<file path="src/rtl/regfile_wport_arbiter_pkg.sv">
// Shared constants, FSM encoding and payload-slice helpers for the regfile write-port arbiter.
package regfile_arb_pkg;

    localparam int RF_AW    = 5;
    localparam int RF_DW    = 32;
    localparam int RF_BW    = 4;
    localparam int MAX_NREQ = 8;

    typedef enum logic {
        ST_INIT = 1'b0,
        ST_ARB  = 1'b1
    } state_e;

    // Buses are zero-extended to MAX_NREQ lanes so one helper serves any NREQ.
    function automatic logic [RF_AW-1:0] addr_slice(input logic [MAX_NREQ*RF_AW-1:0] bus,
                                                    input logic [2:0] i);
        return bus[i*RF_AW +: RF_AW];
    endfunction

    function automatic logic [RF_DW-1:0] data_slice(input logic [MAX_NREQ*RF_DW-1:0] bus,
                                                    input logic [2:0] i);
        return bus[i*RF_DW +: RF_DW];
    endfunction

    function automatic logic [RF_BW-1:0] wen_slice(input logic [MAX_NREQ*RF_BW-1:0] bus,
                                                   input logic [2:0] i);
        return bus[i*RF_BW +: RF_BW];
    endfunction

endpackage

</file>
<file path="src/rtl/regfile_wport_arbiter_if.sv">
// Requester-side req/gnt handshake bundle: requesters are the master, the arbiter the slave.
interface regfile_wport_arbiter_if
    import regfile_arb_pkg::*;
#(
    parameter int NREQ = 3
);
    logic [NREQ-1:0]       req;
    logic [NREQ*RF_AW-1:0] req_waddr;
    logic [NREQ*RF_DW-1:0] req_wdata;
    logic [NREQ*RF_BW-1:0] req_wen;
    logic [NREQ-1:0]       gnt;

    modport master (output req, req_waddr, req_wdata, req_wen, input gnt);
    modport slave  (input req, req_waddr, req_wdata, req_wen, output gnt);
endinterface

</file>
<file path="src/rtl/regfile_wport_arbiter_rr_arbiter.sv">
// Combinational round-robin arbiter: rotate req by ptr, pick the lowest set bit, rotate back.
module rr_arbiter #(
    parameter int NREQ = 3
) (
    input  logic [NREQ-1:0]         req,
    input  logic [$clog2(NREQ)-1:0] ptr,
    output logic [NREQ-1:0]         gnt
);
    logic [NREQ-1:0]   rot;
    logic [NREQ-1:0]   rot_gnt;
    logic [2*NREQ-1:0] gnt_dbl;
    logic              found;

    always_comb begin
        rot     = NREQ'({req, req} >> ptr);
        rot_gnt = '0;
        found   = 1'b0;
        for (int j = 0; j < NREQ; j++) begin
            if (rot[j] && !found) begin
                rot_gnt[j] = 1'b1;
                found      = 1'b1;
            end
        end
        // Un-rotate: bits shifted past the top wrap back via the upper half.
        gnt_dbl = {{NREQ{1'b0}}, rot_gnt} << ptr;
        gnt     = gnt_dbl[NREQ-1:0] | gnt_dbl[2*NREQ-1:NREQ];
    end
endmodule

</file>
<file path="src/rtl/regfile_wport_arbiter.sv">
// Round-robin arbiter for the single regfile write port, registered output stage, stall counter.
// Optional post-reset clear sweep of r1..r31 when RF_INIT_SWEEP_EN is defined.
module regfile_wport_arbiter
    import regfile_arb_pkg::*;
#(
    parameter int NREQ  = 3,
    parameter int CNT_W = 16
) (
    input  logic                 clk,
    input  logic                 resetn,
    regfile_wport_arbiter_if.slave rq,
    output logic [RF_BW-1:0]     rf_wen,
    output logic [RF_AW-1:0]     rf_waddr,
    output logic [RF_DW-1:0]     rf_wdata,
    output logic                 busy,
    output logic [CNT_W-1:0]     stall_cnt
);
    localparam int PW = $clog2(NREQ);

    logic [NREQ-1:0]  gnt_raw;
    logic             arb_en;
    logic [PW-1:0]    sel;
    logic             multi_req;
    logic [MAX_NREQ*RF_AW-1:0] wa_ext;
    logic [MAX_NREQ*RF_DW-1:0] wd_ext;
    logic [MAX_NREQ*RF_BW-1:0] we_ext;
    logic [RF_AW-1:0] sel_addr;
    logic [RF_DW-1:0] sel_data;
    logic [RF_BW-1:0] sel_wen;

    logic [RF_BW-1:0] rf_wen_q, rf_wen_d;
    logic [RF_AW-1:0] rf_waddr_q, rf_waddr_d;
    logic [RF_DW-1:0] rf_wdata_q, rf_wdata_d;
    logic [PW-1:0]    rr_ptr_q, rr_ptr_d;
    logic [CNT_W-1:0] stall_cnt_q, stall_cnt_d;

`ifdef RF_INIT_SWEEP_EN
    state_e           state_q, state_d;
    logic [RF_AW-1:0] sweep_addr_q, sweep_addr_d;

    always_ff @(posedge clk or negedge resetn) begin
        if (!resetn) begin
            state_q      <= ST_INIT;
            sweep_addr_q <= RF_AW'(1);
        end else begin
            state_q      <= state_d;
            sweep_addr_q <= sweep_addr_d;
        end
    end

    assign busy   = (state_q == ST_INIT);
    assign arb_en = resetn & ~busy;
`else
    assign busy   = 1'b0;
    assign arb_en = resetn;
`endif

    rr_arbiter #(.NREQ(NREQ)) u_rr (
        .req (rq.req),
        .ptr (rr_ptr_q),
        .gnt (gnt_raw)
    );

    assign rq.gnt    = arb_en ? gnt_raw : '0;
    assign multi_req = |(rq.req & (rq.req - 1'b1));

    always_comb begin
        sel    = '0;
        wa_ext = '0;
        wd_ext = '0;
        we_ext = '0;
        for (int i = 0; i < NREQ; i++)
            if (gnt_raw[i]) sel = PW'(i);
        wa_ext[NREQ*RF_AW-1:0] = rq.req_waddr;
        wd_ext[NREQ*RF_DW-1:0] = rq.req_wdata;
        we_ext[NREQ*RF_BW-1:0] = rq.req_wen;
        sel_addr = addr_slice(wa_ext, 3'(sel));
        sel_data = data_slice(wd_ext, 3'(sel));
        sel_wen  = wen_slice(we_ext, 3'(sel));
    end

    always_comb begin
        rf_wen_d    = '0;
        rf_waddr_d  = rf_waddr_q;
        rf_wdata_d  = rf_wdata_q;
        rr_ptr_d    = rr_ptr_q;
        stall_cnt_d = stall_cnt_q;
`ifdef RF_INIT_SWEEP_EN
        state_d      = state_q;
        sweep_addr_d = sweep_addr_q;
        if (state_q == ST_INIT) begin
            rf_wen_d     = '1;
            rf_waddr_d   = sweep_addr_q;
            rf_wdata_d   = '0;
            sweep_addr_d = sweep_addr_q + 1'b1;
            if (sweep_addr_q == '1) state_d = ST_ARB;
        end else
`endif
        begin
            if (|gnt_raw) begin
                // Null writes complete the handshake but never touch r0 or write nothing.
                rf_wen_d   = (sel_addr != '0) ? sel_wen : '0;
                rf_waddr_d = sel_addr;
                rf_wdata_d = sel_data;
                rr_ptr_d   = (sel == PW'(NREQ-1)) ? '0 : sel + 1'b1;
            end
            if (multi_req && !(&stall_cnt_q)) stall_cnt_d = stall_cnt_q + 1'b1;
        end
    end

    always_ff @(posedge clk or negedge resetn) begin
        if (!resetn) begin
            rf_wen_q    <= '0;
            rf_waddr_q  <= '0;
            rf_wdata_q  <= '0;
            rr_ptr_q    <= '0;
            stall_cnt_q <= '0;
        end else begin
            rf_wen_q    <= rf_wen_d;
            rf_waddr_q  <= rf_waddr_d;
            rf_wdata_q  <= rf_wdata_d;
            rr_ptr_q    <= rr_ptr_d;
            stall_cnt_q <= stall_cnt_d;
        end
    end

    assign rf_wen    = rf_wen_q;
    assign rf_waddr  = rf_waddr_q;
    assign rf_wdata  = rf_wdata_q;
    assign stall_cnt = stall_cnt_q;
endmodule
</file>
<file path="src/flat_wrapper.sv">
// flat-port wrapper written by rule: the top's interface ports become plain ports
module regfile_wport_arbiter_flat import regfile_arb_pkg::*;
#(
    parameter int NREQ  = 3,
    parameter int CNT_W = 16
)
  (clk, resetn, rf_wen, rf_waddr, rf_wdata, busy, stall_cnt, rq_req, rq_req_waddr, rq_req_wdata, rq_req_wen, rq_gnt);
  regfile_wport_arbiter_if #(.NREQ(NREQ)) rq_i ();
  input  logic clk;
  input  logic resetn;
  output logic [RF_BW-1:0] rf_wen;
  output logic [RF_AW-1:0] rf_waddr;
  output logic [RF_DW-1:0] rf_wdata;
  output logic busy;
  output logic [CNT_W-1:0] stall_cnt;
  input wire logic [$bits(rq_i.req)-1:0] rq_req;
  input wire logic [$bits(rq_i.req_waddr)-1:0] rq_req_waddr;
  input wire logic [$bits(rq_i.req_wdata)-1:0] rq_req_wdata;
  input wire logic [$bits(rq_i.req_wen)-1:0] rq_req_wen;
  output wire logic [$bits(rq_i.gnt)-1:0] rq_gnt;
  assign rq_i.req = rq_req;
  assign rq_i.req_waddr = rq_req_waddr;
  assign rq_i.req_wdata = rq_req_wdata;
  assign rq_i.req_wen = rq_req_wen;
  assign rq_gnt = rq_i.gnt;
  regfile_wport_arbiter #(.NREQ(NREQ), .CNT_W(CNT_W)) u_core (.clk(clk), .resetn(resetn), .rq(rq_i), .rf_wen(rf_wen), .rf_waddr(rf_waddr), .rf_wdata(rf_wdata), .busy(busy), .stall_cnt(stall_cnt));
endmodule
</file>
<file path="config.mk">
export PLATFORM = sky130hd
export DESIGN_NAME = regfile_wport_arbiter_flat
export DESIGN_NICKNAME = d
export VERILOG_FILES = /design/src/rtl/regfile_wport_arbiter_pkg.sv /design/src/rtl/regfile_wport_arbiter_if.sv /design/src/rtl/regfile_wport_arbiter_rr_arbiter.sv /design/src/rtl/regfile_wport_arbiter.sv /design/src/flat_wrapper.sv
export SDC_FILE = /design/constraint.sdc
export NUM_CORES = 1
export LEC_CHECK = 0
export BUFFER_PORTS_ARGS = -buffer_cell sky130_fd_sc_hd__buf_2
export CAP_MARGIN = 20
export CORE_MARGIN = 3
export CORE_UTILIZATION = 46
export DETAILED_ROUTE_END_ITERATION = 10
export HOLD_SLACK_MARGIN = 0.03
export MAX_ROUTING_LAYER = met4
export PLACE_DENSITY = 0.85
export SLEW_MARGIN = 10
export SYNTH_ARGS = -nofsm -noshare
export SYNTH_HDL_FRONTEND = slang
export SYNTH_SLANG_ARGS = --single-unit
</file>
<file path="constraint.sdc">
create_clock -name clk -period 5.1 [get_ports clk]
set_input_delay 0 -clock clk [delete_from_list [all_inputs] [get_ports clk]]
set_output_delay 0 -clock clk [all_outputs]
set_load 0.01 [all_outputs]
</file>
==> impl_metrics.env, run 1 <==
export IMPL_status="finished, final reports clean"
export IMPL_final_nets=699
export IMPL_yosys_warnings=0
export IMPL_hold_path_class="in -> reg"
export IMPL_fin_skew_ns=0.01470
export IMPL_fp_coreArea_sq_um=6131
export IMPL_cp_num_buf_inv=1
export IMPL_crit_fanout=11
export IMPL_yosys_area_top_type_share=0.4906
export IMPL_fill_cells=385
export IMPL_clkLatencyLatePin_ns=0.34
export IMPL_fin_crit_ns=2.841
export IMPL_gr_total_overflow=0
export IMPL_seq_area_frac_synth=0.4906
export IMPL_antenna_found_initial=0
export IMPL_crit_family="compound AO/OA/AOI/OAI gates"
export IMPL_row_count=28
export IMPL_detail_route_antenna_nets=0
export IMPL_synth_edf_count=0
export IMPL_grt_setup_unrepaired="no"
export IMPL_ir_worst_vdd_v=0.0002010
export IMPL_worstMarginPinSlew_ns=1.051
export IMPL_clk_pin_slew_ns=0.07
export IMPL_drtIter0Drc=248
export IMPL_gp_congestion=0.8376
export IMPL_tritoncts="built"
export IMPL_dp_slack_ns=2.482
export IMPL_clockBufferDepth=2
export IMPL_dieWidth_um=86.88
export IMPL_critical_path_class="reg -> reg"
export IMPL_dp_cells=562
export IMPL_power_mw=1.624
export IMPL_cp_end_kind="register"
export IMPL_min_period_over_period=0.5571
export IMPL_fin_cells=650
export IMPL_drt_first_pass_iters=5
export IMPL_htree_levels=3
export IMPL_wl_per_cell_um=17.85
export IMPL_relSlewSlack=0.2960
export IMPL_num_vias=3679
export IMPL_cpMaxStageDelayCell="a31oi_1"
export IMPL_slowest_delay_ns=0.88
export IMPL_drc=0
export IMPL_synth_area_leaders="dfrtp_1 49%, a22oi_1 6.5%, nand2_1 6.0%"
export IMPL_syn_cell_area_sq_um=3009
export IMPL_avgSynthCellArea_sq_um=9.374
export IMPL_drive_above_1_share=0.3757
export IMPL_grt_pass1_vias=3766
export IMPL_cp_cell_sequence="nand3b_1 -> a31oi_1 -> nor2b_1 -> a221oi_1 -> dlygate4sd3_1 -> a21oi_1"
export IMPL_synth_largest_area_cell="dfrtp_1"
export IMPL_fin_util=0.7965
export IMPL_grt_max_degree=63
export IMPL_ys_seq_elements=59
export IMPL_synth_cell_types=46
export IMPL_yosys_top_cells_count="59 x dfrtp_1, 48 x nand2_1, 40 x nor2_1, 26 x a22oi_1, 25 x a31oi_1"
export IMPL_die_area_sq_um=7548
export IMPL_wirelength_um=11600
export IMPL_grt_pass1_wl_um=18310
export IMPL_portBuffers=187
export IMPL_power_density_nw_per_um2=332.6
export IMPL_synthFlopType="dfrtp_1"
export IMPL_arrival_ns=3.02
export IMPL_dp_hpwl_um=6801
export IMPL_initial_core_util=0.4908
export IMPL_fmax_mhz=352.0
export IMPL_grt_use_total=0.3206
export IMPL_start_kind="register"
export IMPL_diodes=0
export IMPL_drv_cap=0
export IMPL_syn_nets=450
export IMPL_setup_viol=0
export IMPL_p_leak_nw=2.398
export IMPL_yosysMostFrequentCell="dfrtp_1"
export IMPL_via_per_inst=5.660
export IMPL_cp_required_ns=5.28
export IMPL_synthCells=321
export IMPL_slew_viol_final=0
export IMPL_area_growth_pct=62.29
export IMPL_cts_buffers=9
export IMPL_cts_sinks=59
export IMPL_fp_dieH_um=86.88
export IMPL_ioPinCount=189
export IMPL_synthArstFlopShare=1.000
export IMPL_setup_tns_ns=0
export IMPL_cts_root_buf="clkbuf_8"
export IMPL_final_hold_viol_count=0
export IMPL_timing_final_ws_setup_ns=2.259
export IMPL_cts_setup_buffers=0
## cell usage in the layout, fill, tap and decap left out, types with 6 or more instances in the layout
cell           count
a21oi_1           10
a22oi_1           26
a31oi_1           25
buf_2            187
clkbuf_8          11
dfrtp_1           59
dlygate4sd3_1     72
nand2_1           48
nand3_1            8
nand4_1            6
nor2_1            40
o22ai_1            9
o31ai_1            9
xnor2_1            9
## final timing paths
check / start / cells after the start / to / slack (ns)
setup / recovery: u_core.rr_ptr_q[0]$_DFFE_PN0P_ / 6 / u_core.rf_waddr[0]$_DFFE_PN0P_ / 2.26
hold / removal: rq_req_wdata[15] / 3 / u_core.rf_wdata[15]$_DFFE_PN0P_ / 0.04
setup reg to reg: u_core.rr_ptr_q[0]$_DFFE_PN0P_ / 6 / u_core.rf_waddr[0]$_DFFE_PN0P_ / 2.26
hold reg to reg: u_core.rf_waddr[3]$_DFFE_PN0P_ / 2 / u_core.rf_waddr[3]$_DFFE_PN0P_ / 0.51
max in group asynchronous: resetn / 3 / u_core.rf_wdata[22]$_DFFE_PN0P_ / 4.22
min in group asynchronous: resetn / 3 / u_core.stall_cnt[8]$_DFFE_PN0P_ / 0.33
## sequential cells by signal, indices dropped and copies added (netlist names)
| name | count |
|---|---|
| u_core.rr_ptr_q | 2 |
| u_core.rf_wdata | 32 |
| u_core.rf_wen | 4 |
| u_core.stall_cnt | 16 |
| u_core.rf_waddr | 5 |
## power by group
part,total (mW),leakage [nW],switching [mW],internal (mW)
Sequential,0.625,0.718,0.0733,0.551
Combinational,0.510,1.57,0.256,0.254
Clock,0.490,0.113,0.188,0.301
Total,1.62,2.40,0.517,1.11
## what timing repair did
| action | in CTS | in global routing |
|---|---|---|
| setup endpoints to repair | 0 | 0 |
| gates resized for setup | 0 | 0 |
| endpoints found under the hold margin | 98 | 0 |
| hold buffers | 72 | 0 |
## worst reg2reg max path, stage by stage, from the launching register on
cell and delay [ns]:
dfrtp_1 0.42, nand3b_1 0.24, a31oi_1 0.88, nor2b_1 0.13, a221oi_1 0.33, dlygate4sd3_1 0.61
a21oi_1 0.07
## cells by family (layout without fill, tap and decap cells)
kind of cell / Yosys count / after routing / synth area share
simple gates: 124 / 124 / 0.1888
xor+xnor: 12 / 12 / 0.03493
buf+inv: 25 / 279 / 0.04532
mux: 1 / 1 / 0.003742
fa+ha+maj: 2 / 2 / 0.007484
other cells: 1 / 1 / 0.001246
flops: 59 / 59 / 0.4906
compound gates: 97 / 97 / 0.2279
## area by class of cell
type / count / area [sq um] / area share
Timing Repair Buffer: 262 / 1679 / 0.3438
Sequential cell: 59 / 1476 / 0.3023
Multi-Input combinational cell: 237 / 1403 / 0.2872
Clock buffer: 12 / 155.1 / 0.03177
Tap cell: 75 / 93.84 / 0.01922
Clock inverter: 4 / 72.57 / 0.01486
Inverter: 1 / 3.754 / 0.0007686
## per-layer routing
layer | GRT usage | wire length, um | vias up | part of all wire
met5 | - | 0 | - | 0
met4 | 0.1501 | 372 | 0 | 0.032
met3 | 0.06433 | 1063 | 41 | 0.092
met2 | 0.5535 | 6046 | 240 | 0.52
met1 | 0.3535 | 4118 | 1725 | 0.36
li1 | - | - | 1673 | -
## stage by stage
step | area (sq um) | hold WS (ns)
4_1_cts | 4882 | 0.03458
2_1_floorplan | 3009 | -0.2956
5_1_grt | 4883 | 0.06811
6_report | 4883 | 0.04022
3_3_place_gp | 3934 | 0.1986
3_5_place_dp | 3934 | 0.2108
Power figures use the tool's default switching activity.
==> run 2, diff against run 1 <==
--- a/config.mk
+++ b/config.mk
@@ -5,14 +5,15 @@
 export SDC_FILE = /design/constraint.sdc
 export NUM_CORES = 1
 export LEC_CHECK = 0
+export ABC_AREA = 1
 export BUFFER_PORTS_ARGS = -buffer_cell sky130_fd_sc_hd__buf_2
 export CAP_MARGIN = 20
 export CORE_MARGIN = 3
-export CORE_UTILIZATION = 46
+export CORE_UTILIZATION = 40
 export DETAILED_ROUTE_END_ITERATION = 10
 export HOLD_SLACK_MARGIN = 0.03
 export MAX_ROUTING_LAYER = met4
-export PLACE_DENSITY = 0.85
+export PLACE_DENSITY = 0.77
 export SLEW_MARGIN = 10
 export SYNTH_ARGS = -nofsm -noshare
 export SYNTH_HDL_FRONTEND = slang
==> constraint.sdc (replaced) <==
create_clock -name clk -period 2.4 [get_ports clk]
set_input_delay 0 -clock clk [delete_from_list [all_inputs] [get_ports clk]]
set_output_delay 0 -clock clk [all_outputs]
set_load 0.01 [all_outputs]
==> run 2 against run 1 <==
Register-to-register slack worse by 2.1 ns; hold slack better by 0.032 ns; critical path depth is 6 higher; sequential power grew to 2.9 times the previous value.
==> impl_metrics.env, run 2 <==
export IMPL_status="finished, final reports clean"
export IMPL_portBuffers=187
export IMPL_via_per_inst=5.333
export IMPL_hold_path_class="in -> reg"
export IMPL_grt_pass1_wl_um=22140
export IMPL_worstMarginPinSlew_ns=0.7512
export IMPL_p_leak_nw=2.863
export IMPL_final_area_sq_um=5654
export IMPL_cts_sinks=59
export IMPL_holdPathEnd="u_core.rf_wen[1]$_DFF_PN0_"
export IMPL_tritoncts="built"
export IMPL_cp_end_kind="register"
export IMPL_fmax_mhz=449.2
export IMPL_dieWidth_um=96.82
export IMPL_grt_pass1_vias=4577
export IMPL_synth_largest_area_cell="dfrtp_1"
export IMPL_drv_cap=0
export IMPL_yosysMostFrequentCell="nand2_1"
export IMPL_cp_required_ns=2.66
export IMPL_grt_use_total=0.3001
export IMPL_seq_area_frac_synth=0.4475
export IMPL_grt_setup_unrepaired="no"
export IMPL_wl_met3_um=988
export IMPL_wl_per_cell_um=17.00
export IMPL_slowest_delay_ns=0.46
export IMPL_fp_dieH_um=96.82
export IMPL_fp_coreArea_sq_um=7848
export IMPL_largest_register_ffs=32
export IMPL_syn_nets=546
export IMPL_yosys_top_cells_count="101 x nand2_1, 59 x dfrtp_1, 44 x nor2_1, 22 x o21ai_1, 21 x inv_1"
export IMPL_hold_start="rq_req_wen[1]"
export IMPL_gr_total_overflow=0
export IMPL_cts_buffers=9
export IMPL_relSlewSlack=0.4992
export IMPL_num_vias=4384
export IMPL_arrival_ns=2.49
export IMPL_reg2reg_from="u_core.rr_ptr_q[0]$_DFFE_PN0P_"
export IMPL_wirelength_um=13980
export IMPL_ioPinCount=189
export IMPL_area_growth_pct=71.37
export IMPL_holdWs_ns=0.07255
export IMPL_synth_cell_types=37
export IMPL_start_kind="register"
export IMPL_clkLatencyLatePin_ns=0.34
export IMPL_placed_area_sq_um=4288
export IMPL_cp_cell_sequence="inv_4 -> nand2_1 -> nand3_1 -> nand3_1 -> nand3_2 -> nand2_4 -> inv_4 -> nand2_2 -> inv_2 -> buf_4 -> o21ai_0 -> a31oi_1"
export IMPL_yosys_warnings=0
export IMPL_ys_seq_elements=59
export IMPL_top_layer="met4"
export IMPL_synthArstFlopShare=1.000
export IMPL_die_area_sq_um=9374
export IMPL_fin_skew_ns=0.01129
export IMPL_wl_met2_um=7050
export IMPL_crit_fanout=21
export IMPL_synthFlopType="dfrtp_1"
export IMPL_final_nets=844
export IMPL_drc=0
export IMPL_ff2ff_path_depth=12
export IMPL_synthCells=417
export IMPL_syn_cell_area_sq_um=3299
export IMPL_min_period_over_period=0.9275
export IMPL_drive_above_1_share=0.3375
export IMPL_setup_tns_ns=0
export IMPL_mostFrequentLayoutCells="187 x buf_2, 106 x dlygate4sd3_1, 101 x nand2_1"
export IMPL_dp_hpwl_um=7932
export IMPL_drt_first_pass_iters=6
export IMPL_grt_max_degree=60
export IMPL_gp_congestion=0.9132
export IMPL_clk_pin_slew_ns=0.07
export IMPL_rr_endpoint="u_core.rf_wdata[14]$_DFFE_PN0P_"
export IMPL_clockBufferDepth=2
export IMPL_detail_route_antenna_nets=0
export IMPL_timing_final_ws_setup_ns=0.1740
export IMPL_reg2reg_setup_slack_ns=0.17
export IMPL_ir_worst_vdd_v=0.001072
export IMPL_antenna_found_initial=0
export IMPL_fin_crit_ns=2.226
export IMPL_slew_viol_final=0
export IMPL_whs_path_depth=5
export IMPL_initial_core_util=0.4204
export IMPL_drtIter0Drc=365
export IMPL_wl_met1_um=5061
export IMPL_final_hold_viol_count=0
export IMPL_avgSynthCellArea_sq_um=7.912
export IMPL_cpMaxStageDelayCell="dfrtp_2"
export IMPL_dp_slack_ns=0.07742
export IMPL_htree_levels=3
export IMPL_diodes=0
export IMPL_synth_edf_count=0
export IMPL_cts_root_buf="clkbuf_8"
export IMPL_critical_path_class="reg -> reg"
export IMPL_row_count=32
export IMPL_synth_area_leaders="dfrtp_1 45%, nand2_1 11%, nor2_1 5.0%"
export IMPL_yosys_area_top_type_share=0.4475
export IMPL_layout_commonest_cell="buf_2"
export IMPL_power_density_nw_per_um2=1373
export IMPL_setup_viol=0
run 2: what timing repair did:
item	4_1_cts	5_1_grt
resized for setup	0	13
hold endpoints to repair	99	1
buffers inserted	0	4
endpoints found under the setup margin	0	42
hold buffers	105	1
run 2: worst max-delay path by stage:
stage	startpoint	end	slack, ns	cells after the start
after global placement	u_core.rr_ptr_q[0]$_DFFE_PN0P_	u_core.rf_wen[1]$_DFF_PN0_	0.24	15
after global routing	u_core.rr_ptr_q[1]$_DFFE_PN0P_	u_core.rf_wdata[5]$_DFFE_PN0P_	0.02	12
after floorplan	u_core.rr_ptr_q[0]$_DFFE_PN0P_	u_core.rf_wen[0]$_DFF_PN0_	0.57	15
final	u_core.rr_ptr_q[0]$_DFFE_PN0P_	u_core.rf_wdata[14]$_DFFE_PN0P_	0.17	12
after detailed placement	u_core.rr_ptr_q[0]$_DFFE_PN0P_	u_core.rf_wen[2]$_DFF_PN0_	0.08	15
after CTS	u_core.rr_ptr_q[0]$_DFFE_PN0P_	u_core.rf_wen[2]$_DFF_PN0_	0.05	15
run 2: area by class of cell:
type / count / area (sq um)
Timing Repair Buffer: 307 / 2132
Inverter: 26 / 105.1
Fill cell: 594 / 2193
Tap cell: 102 / 127.6
Sequential cell: 59 / 1478
Clock inverter: 5 / 52.55
Clock buffer: 11 / 141.4
Multi-Input combinational cell: 312 / 1618
run 2: critical path, delay by kind of cell, from the launching register on:
family | cells | cell delay [ns]
compound gates | 2 | 0.31
simple gates | 6 | 0.73
flops | 1 | 0.46
buf+inv | 4 | 0.63
run 2: layer usage:
metal | track usage | vias up
li1 | - | 1995
met1 | 0.3209 | 1988
met2 | 0.5032 | 309
met3 | 0.06200 | 92
met4 | 0.1944 | 0
met5 | - | -
run 2: cell families after synthesis:
| group | share of synthesized area |
|---|---|
| other | 0.001137 |
| adders and majority gates | 0.003792 |
| AOI/OAI and AO/OA | 0.1767 |
| and+or+nand+nor | 0.2579 |
| xor gates and xnor gates | 0.03982 |
| DFF | 0.4475 |
| buffers and inverters | 0.07319 |
run 2: power by group:
group / internal [mW] / leakage [nW] / switching (mW)
Clock: 0.503 / 0.0991 / 0.411
Combinational: 1.90 / 2.06 / 3.15
Sequential: 1.50 / 0.708 / 0.301
run 2: per-stage QoR:
stage	util	power, mW	instances
6_report	0.7205	7.762	822
5_1_grt	0.7205	8.370	822
4_1_cts	0.7050	7.230	815
3_5_place_dp	0.5464	6.185	694
3_3_place_gp	0.5464	6.041	694
2_1_floorplan	-	5.014	417
==> run 3, diff against run 2 <==
--- a/config.mk
+++ b/config.mk
@@ -8,13 +8,14 @@
 export ABC_AREA = 1
 export BUFFER_PORTS_ARGS = -buffer_cell sky130_fd_sc_hd__buf_2
 export CAP_MARGIN = 20
+export CELL_PAD_IN_SITES_DETAIL_PLACEMENT = 1
+export CELL_PAD_IN_SITES_GLOBAL_PLACEMENT = 2
 export CORE_MARGIN = 3
-export CORE_UTILIZATION = 40
+export CORE_UTILIZATION = 21
 export DETAILED_ROUTE_END_ITERATION = 10
 export HOLD_SLACK_MARGIN = 0.03
 export MAX_ROUTING_LAYER = met4
 export PLACE_DENSITY = 0.77
-export SLEW_MARGIN = 10
 export SYNTH_ARGS = -nofsm -noshare
 export SYNTH_HDL_FRONTEND = slang
 export SYNTH_SLANG_ARGS = --single-unit
==> run 3 against run 2 <==
Non-clock buffer count down 6; cell count up 13%; die area up 84%.
==> impl_metrics.env, run 3 (synthesis gave the netlist of run 2 again) <==
export IMPL_final_nets=837
export IMPL_register_area_sq_um=1479
export IMPL_start_kind="register"
export IMPL_drc=0
export IMPL_status="finished, final reports clean"
export IMPL_relSlewSlack=0.4612
export IMPL_fp_dieH_um=131.3
export IMPL_gp_congestion=0.8579
export IMPL_seq_power_share=0.220
export IMPL_rr_endpoint="u_core.rf_wdata[14]$_DFFE_PN0P_"
export IMPL_power_density_nw_per_um2=1407
export IMPL_area_growth_pct=77.17
export IMPL_switchingPower_mw=3.870
export IMPL_arrival_ns=2.47
export IMPL_reg2reg_from="u_core.rr_ptr_q[0]$_DFFE_PN0P_"
export IMPL_reg2reg_setup_slack_ns=0.18
export IMPL_htree_levels=3
export IMPL_clockBufferDepth=2
export IMPL_critical_path_class="reg -> reg"
export IMPL_num_vias=4144
export IMPL_whs_path_depth=5
export IMPL_portBuffers=187
export IMPL_detail_route_antenna_nets=0
export IMPL_mostFrequentLayoutCells="187 x buf_2, 101 x nand2_1, 101 x dlygate4sd3_1"
export IMPL_cts_sinks=59
export IMPL_initial_core_util=0.2154
export IMPL_cts_buffers=9
export IMPL_wl_per_cell_um=16.57
export IMPL_gr_total_overflow=0
export IMPL_die_area_sq_um=17250
export IMPL_clock_power_share=0.183
export IMPL_final_area_sq_um=5846
export IMPL_cp_required_ns=2.64
export IMPL_grt_pass1_vias=4547
export IMPL_tritoncts="built"
export IMPL_row_count=45
export IMPL_hold_start="rq_req_wdata[80]"
export IMPL_drtIter0Drc=130
export IMPL_dieWidth_um=131.3
export IMPL_placed_area_sq_um=4452
export IMPL_clkLatencyLatePin_ns=0.33
export IMPL_fin_crit_ns=2.224
export IMPL_cts_root_buf="clkbuf_16"
export IMPL_ff2ff_path_depth=12
export IMPL_grt_pass1_wl_um=24460
export IMPL_worstMarginPinSlew_ns=0.8082
export IMPL_wirelength_um=15330
export IMPL_fill_cells=1912
export IMPL_fin_util=0.3817
export IMPL_fin_skew_ns=0.004675
export IMPL_fmax_mhz=449.6
export IMPL_antenna_found_initial=1
export IMPL_layout_commonest_cell="buf_2"
export IMPL_p_int_mw=4.357
export IMPL_crit_fanout=21
export IMPL_clk_pin_slew_ns=0.06
export IMPL_cp_end_kind="register"
export IMPL_setup_viol=0
export IMPL_final_hold_viol_count=0
export IMPL_ioPinCount=189
export IMPL_grt_use_total=0.1833
export IMPL_dp_hpwl_um=10090
export IMPL_p_leak_nw=2.898
export IMPL_switching_share=0.4705
export IMPL_ir_worst_vdd_v=0.0005355
export IMPL_drv_cap=0
export IMPL_grt_max_degree=60
export IMPL_largest_register_ffs=32
export IMPL_fp_coreArea_sq_um=15310
export IMPL_min_period_over_period=0.9267
export IMPL_drt_first_pass_iters=4
export IMPL_via_per_inst=4.480
export IMPL_slew_viol_final=0
export IMPL_pwr_share_comb=0.597
export IMPL_multiInputGateArea_sq_um=1589
export IMPL_drive_above_1_share=0.3380
export IMPL_hold_path_class="in -> reg"
export IMPL_holdPathEnd="u_core.rf_wdata[16]$_DFFE_PN0P_"
run 3: cell types whose count changed in the layout (fill, tap and decap cells not counted), moves of 2 or more:
cell / delta
clkbuf_8: -9
clkbuf_16: +8
dlygate4sd3_1: -5
bufinv_16: +2
run 3: layout make-up:
type / count / area share
inverters: 26 / 0.01841
diodes: 1 / 0.0004281
multi-input cells: 311 / 0.2718
clock buffers: 11 / 0.04152
repair buffers: 301 / 0.3525
clock inverters: 5 / 0.01712
well taps: 211 / 0.04516
flip-flops and latches: 59 / 0.2530
run 3: worst max-delay path by stage:
| stage | start | endpoint | slack, ns | cells after the start |
|---|---|---|---|---|
| 2_1_floorplan | u_core.rr_ptr_q[0]$_DFFE_PN0P_ | u_core.rf_wen[0]$_DFF_PN0_ | 0.57 | 15 |
| 3_3_place_gp | u_core.rr_ptr_q[1]$_DFFE_PN0P_ | u_core.rf_wen[0]$_DFF_PN0_ | 0.12 | 11 |
| 3_5_place_dp | u_core.rr_ptr_q[0]$_DFFE_PN0P_ | u_core.rf_wdata[21]$_DFFE_PN0P_ | -0.006 | 11 |
| 4_1_cts | u_core.rr_ptr_q[0]$_DFFE_PN0P_ | u_core.rf_wen[1]$_DFF_PN0_ | 0.06 | 15 |
| 5_1_grt | u_core.rr_ptr_q[0]$_DFFE_PN0P_ | u_core.rf_wen[2]$_DFF_PN0_ | -0.02 | 15 |
| 6_report | u_core.rr_ptr_q[0]$_DFFE_PN0P_ | u_core.rf_wdata[14]$_DFFE_PN0P_ | 0.18 | 12 |
run 3: critical path: stages, from the launching register on:
cell and delay [ns]:
dfrtp_2 0.45, inv_2 0.12, nand2_1 0.10, nand3_1 0.12, nand3_1 0.16, nand3_2 0.17
nand2_2 0.10, inv_4 0.17, nand2_2 0.08, inv_2 0.08, buf_4 0.26, o21ai_0 0.16
a31oi_1 0.17
run 3: power groups by stage:
stage	combinational, mW	clock, mW	sequential [mW]
global placement	4.58	0	1.80
CTS	4.87	1.53	1.81
finish	4.91	1.51	1.81
floorplan	3.05	0	1.96
detailed placement	4.74	0	1.81
global route	5.50	1.59	1.89
run 3: what timing repair did:
item                                    4_1_cts  5_1_grt
resized for setup                             2        8
buffers inserted                              0        2
hold endpoints to repair                     99        0
endpoints found under the setup margin        4       40
hold buffers                                101        0
run 3: layer usage:
metal  track usage  share of wire  vias up
li1              -              -     1984
met1        0.2122           0.42     1959
met2        0.3122           0.50      154
met3       0.03560          0.046       47
met4       0.07643          0.034        0
met5             -              0        -
run 3: through the flow:
stage | cells | setup TNS, ns | power, mW | worst slack, ns | hold slack (ns)
CTS | 922 | 0 | 8.214 | 0.06320 | 0.03462
global route | 925 | -0.03987 | 8.980 | -0.01650 | 0.07864
detailed placement | 805 | -0.007901 | 6.551 | -0.006450 | 0.2688
global placement | 805 | 0 | 6.379 | 0.1208 | 0.2665
floorplan | 417 | 0 | 5.014 | 0.5688 | -0.2956
finish | 925 | 0 | 8.227 | 0.1759 | 0.05293
